File: src/rtl/mips_mem_arbiter.sv
// Arbitrates a MIPS fetch port and data port onto one single-port synchronous memory.
// Optional fetch starvation guard enabled by defining MEM_ARB_STARVE_EN.
module mips_mem_arbiter #(
  parameter int AW           = 10,
  parameter int STARVE_LIMIT = 4
) (
  input  logic          clk1,
  input  logic          rst,
  input  logic          if_req,
  input  logic [AW-1:0] if_addr,
  output logic          if_gnt,
  output logic          if_rvalid,
  output logic [31:0]   if_rdata,
  input  logic          d_req,
  input  logic          d_we,
  input  logic [AW-1:0] d_addr,
  input  logic [31:0]   d_wdata,
  output logic          d_gnt,
  output logic          d_rvalid,
  output logic [31:0]   d_rdata,
  output logic          mem_en,
  output logic          mem_we,
  output logic [AW-1:0] mem_addr,
  output logic [31:0]   mem_wdata,
  input  logic [31:0]   mem_rdata
);

  typedef enum logic [1:0] {IDLE, RESP_IF, RESP_D} resp_e;

  resp_e resp_q, resp_d;
  logic  force_if;

`ifdef MEM_ARB_STARVE_EN
  logic [3:0] starve_q, starve_d;

  always_comb begin
    starve_d = starve_q;
    if (!if_req || if_gnt) starve_d = 4'd0;
    else                   starve_d = starve_q + 4'd1;
  end

  always_ff @(posedge clk1 or posedge rst) begin
    if (rst) starve_q <= 4'd0;
    else     starve_q <= starve_d;
  end

  // Once fetch has waited STARVE_LIMIT cycles it wins over data for one cycle.
  assign force_if = (starve_q == STARVE_LIMIT[3:0]);
`else
  logic unused_starve_limit;
  assign unused_starve_limit = ^STARVE_LIMIT[3:0];
  assign force_if = 1'b0;
`endif

  always_comb begin
    if_gnt = 1'b0;
    d_gnt  = 1'b0;
    if (!rst) begin
      if (if_req && (!d_req || force_if)) if_gnt = 1'b1;
      else if (d_req)                     d_gnt  = 1'b1;
    end
  end

  always_comb begin
    mem_en    = 1'b0;
    mem_we    = 1'b0;
    mem_addr  = '0;
    mem_wdata = '0;
    if (d_gnt) begin
      mem_en    = 1'b1;
      mem_we    = d_we;
      mem_addr  = d_addr;
      mem_wdata = d_wdata;
    end else if (if_gnt) begin
      mem_en   = 1'b1;
      mem_addr = if_addr;
    end
  end

  // Response tag: which port owns the read data arriving next cycle.
  always_comb begin
    resp_d = IDLE;
    if (if_gnt)              resp_d = RESP_IF;
    else if (d_gnt && !d_we) resp_d = RESP_D;
  end

  always_ff @(posedge clk1 or posedge rst) begin
    if (rst) resp_q <= IDLE;
    else     resp_q <= resp_d;
  end

  assign if_rvalid = (resp_q == RESP_IF);
  assign d_rvalid  = (resp_q == RESP_D);
  assign if_rdata  = if_rvalid ? mem_rdata : 32'd0;
  assign d_rdata   = d_rvalid  ? mem_rdata : 32'd0;

endmodule

File: config.mk
export PLATFORM = sky130hd
export DESIGN_NAME = mips_mem_arbiter
export DESIGN_NICKNAME = d
export VERILOG_FILES = /design/src/rtl/mips_mem_arbiter.sv
export SDC_FILE = /design/constraint.sdc
export NUM_CORES = 1
export LEC_CHECK = 0
export CAP_MARGIN = 20
export CORE_MARGIN = 10
export CORE_UTILIZATION = 18
export DETAILED_ROUTE_END_ITERATION = 12
export PLACE_DENSITY = 0.83
export SYNTH_ARGS = -nofsm -noshare
export SYNTH_HDL_FRONTEND = slang
export SYNTH_SLANG_ARGS = --single-unit
File: constraint.sdc
create_clock -name clk1 -period 1.4 [get_ports clk1]
set_input_delay 0.28 -clock clk1 [delete_from_list [all_inputs] [get_ports clk1]]
set_output_delay 0.28 -clock clk1 [all_outputs]
set_load 0.02 [all_outputs]
Word level (Yosys, flattened, before mapping). Index checks and enable logic that the tools add are counted.

Equality and inequality tests: 2. Mux-type cells: 15. Reductions and logical operators: 4.

Operators by type and width (number): $mux 32 (3); $mux 10 (2); $mux 1 (8); $mux 2 (2); $eq 2x1->1 const B (1); $eq 2x2->1 const B (1); $logic_and 1x1->1 (2); $logic_not 1->1 (2).

Input bits: 89. Output and inout bits: 112. Logic and storage cells: 22. Register bits: 2.

Longest topological paths before layout.
Depth after elaboration: 7. Depth in mapped cells: 4. Mapped depth without buffers: 2.

Least setup slack after synthesis. OpenSTA, ideal clock, no wires.

Kind: register -> output. Start point: register resp_q[0]. End point: output port d_rdata[22]. Required time: 1.120 ns. Stages on the path, launching flop included: 4. Arrival time: 1.058 ns. Path slack: 0.062 ns. Path through: dfrtp_1 > and2b_1 > buf_2 > and2_1.

Cells in the longest elaborated chain, start to end: 2.

RTL lines: start, declared (RTL line 30) `resp_e resp_q, resp_d;`; start signal, assigned (RTL line 89) `else resp_q <= resp_d;`; $eq 2x2->1 (RTL line 93) `assign d_rvalid = (resp_q == RESP_D);`; via d_rvalid (RTL line 19) `output logic d_rvalid,`; $mux 32 (RTL line 95) `assign d_rdata = d_rvalid ? mem_rdata : 32'd0;`; end, declared (RTL line 20) `output logic [31:0] d_rdata,`.

The timed path passes the listed nets, and every way through them passes these cells.

Worst setup path after layout.
Start point: register resp_q[0]. End point: output port d_rdata[28].

Cells in the longest elaborated chain, start to end: 2.

RTL lines (RTL line): $eq 2x2->1 (93); $mux 32 (95).

No other way between the ends.

==> metrics <==
Crit Path Max Fanout 5; Synth area leader and2_1; post-synthesis cell area 892 sq um; clk buf depth 2; Die Wd 90.4 um; Yosys Warn Count 0; count leader, synth and2_1; Post-synth EDFFs 0; vias in the first global route 1,977; filler cell count 335; share of post-route cells with drive strength above 1 0.566; Tmin final 1.66 ns; PnR worst setup slack -0.258 ns; status complete, but fails checks; I/O pins 201; setup TNS -10.94 ns; startpoint type of the worst setup path flop; Yosys top cell area share 0.687; synth unique cells 13; synth cell count leaders and2_1, a32o_1, clkbuf_2; Die ar. 8170 sq um; Yosys reg bits 2; maximum vdd drop 225 uV; Final Non-Filler Cells 415; Async SR Flop Fraction 1.00; Worst Tran Pin Value 0.155 ns; CP endpoint kind output pin; top_reg_cell synth dfrtp_1; Syn Nets 220; cts bufs inserted 3; Cells after DPL 395; Regs by FF count resp_q x2; Post-DP HPWL 6220 um; row cnt 25; post-route antenna net violation count 0; residual DRC count 0; height of the die 90.4 um; root buffer cell clkbuf_8; Max-slew headroom 0.896; fin crit share 1.18; DRT Pass-1 Iters 4; first-pass GRT wire length 12,000 um; Starting DRT DRC Count 28; Worst EP arrival 1.38 ns; DR WL/cell 19.6 um; syn_area_per_cell 6.81 sq um; Max Fclk 0.603 GHz; CTS H-tree depth 1; Syn Inst Count 131; largest net degree at the start of global routing 18; worst hold path type in2async; synthesis-to-layout area growth 299%; critical setup path kind reg2out; violated checks negative setup slack; Req. time, crit path 1.12 ns; Final Max Tran Viols 0; Area contributors post-synth and2_1, a32o_1, dfrtp_1, buf_4, buf_6; register name with the most flops resp_q; Final Hold Fails 0; Clk pin slew, worst setup/hold paths 0.03 ns; Leak 0.00171 uW; final setup violation count 74; Max Cap Viol 0; CTS tree yes; nets 439; critical path launch point resp_q[0]$_DFF_PP0_; routed vias 1,766; RSZ-0062 raised after global routing yes; Initial Utilization 0.188; register area share after synthesis 0.0561; max reg flops 2; CTS sink count 2; gpl congestion 0.714; Overall Global Routing Usage 0.183; GRT Residual Overflow 0; initial antenna violation count 0; n_diodes 0; core area 4750 sq um; Power Dens Cells 348 nW/um^2; Via density 4.26; final WL 8140 um; Port-buffer cells 200
[area by class of cell]
cell class	count	area, sq um	area share
Tap cell	67	83.8	0.0236
Clock buffer	3	41.3	0.0116
Inverter	1	3.75	0.00105
Timing Repair Buffer	227	2490	0.700
Sequential cell	2	50.0	0.0141
Multi-Input combinational cell	115	888	0.250
[power by group]
group          internal (uW)  total (uW)  switching (uW)
registers               60.5        61.4           0.885
clock network            182         224            42.6
logic                    591         955             364
[worst max-delay path, cell delays in order (launching register included)]
cell     delay [ns]
dfrtp_1        0.36
and2b_2        0.30
buf_2          0.18
and2_1         0.17
buf_4          0.16
[cells by family (layout without fill, tap and decap cells)]
group / count (synthesis) / count (layout) / share of synthesized area
AND/OR/NAND/NOR: 105 / 105 / 0.734
buffers and inverters: 14 / 231 / 0.0982
AO/OA/AOI/OAI: 10 / 10 / 0.112
flip-flops: 2 / 2 / 0.0561
[cell usage in the layout, fill, tap and decap left out]
master and count:
clkdlybuf4s50_1 85, buf_16 6, nor2_4 1, buf_2 11
buf_8 1, dlygate4sd3_1 1, nor2_1 2, clkbuf_2 1
buf_12 7, dfrtp_1 2, dlygate4sd2_1 1, and2_4 45
buf_6 103, clkbuf_8 3, a32o_1 5, and2_1 53
a32o_2 5, inv_1 1, nor2b_1 1, buf_4 11
nor2b_4 1, and2b_2 2
[how the worst max path moves through the flow]
stage                               end  cells past startpoint
after global routing        d_rdata[28]                      4
after floorplan             d_rdata[22]                      3
final                       d_rdata[28]                      4
after global placement    mem_wdata[22]                      5
after detailed placement  mem_wdata[17]                      5
after CTS                   if_rdata[3]                      5
[metal layers]
metal | up-vias | GRT usage | wire length [um]
li1 | 859 | - | -
met1 | 769 | 0.170 | 2750
met2 | 134 | 0.349 | 4230
met3 | 4 | 0.0931 | 1100
met4 | 0 | 0.0371 | 59
met5 | - | 0 | 0
[repair_timing]
action | CTS | global route
setup endpoints to repair | 112 | 111
hold endpoints to repair | 2 | 0
pin swaps | 33 | 4
buffers inserted | 8 | 1
hold buffers | 1 | 0
gates cloned | 11 | 0
resized for setup | 707 | 22
[per-stage QoR]
stage / setup slack (ns) / cell area, sq um / power [uW] / hold WS, ns / util
CTS: -0.222 / 3560 / 1260 / 0.484 / 0.749
global placement: -0.823 / 2990 / 828 / 0.576 / 0.629
finish: -0.258 / 3560 / 1240 / 0.486 / 0.749
floorplan: 0.0622 / 892 / 335 / 0.0212 / -
global route: -0.298 / 3560 / 1310 / 0.498 / 0.749
detailed placement: -0.848 / 2990 / 837 / 0.583 / 0.629
No activity file was read; power rests on OpenSTA's default activity.
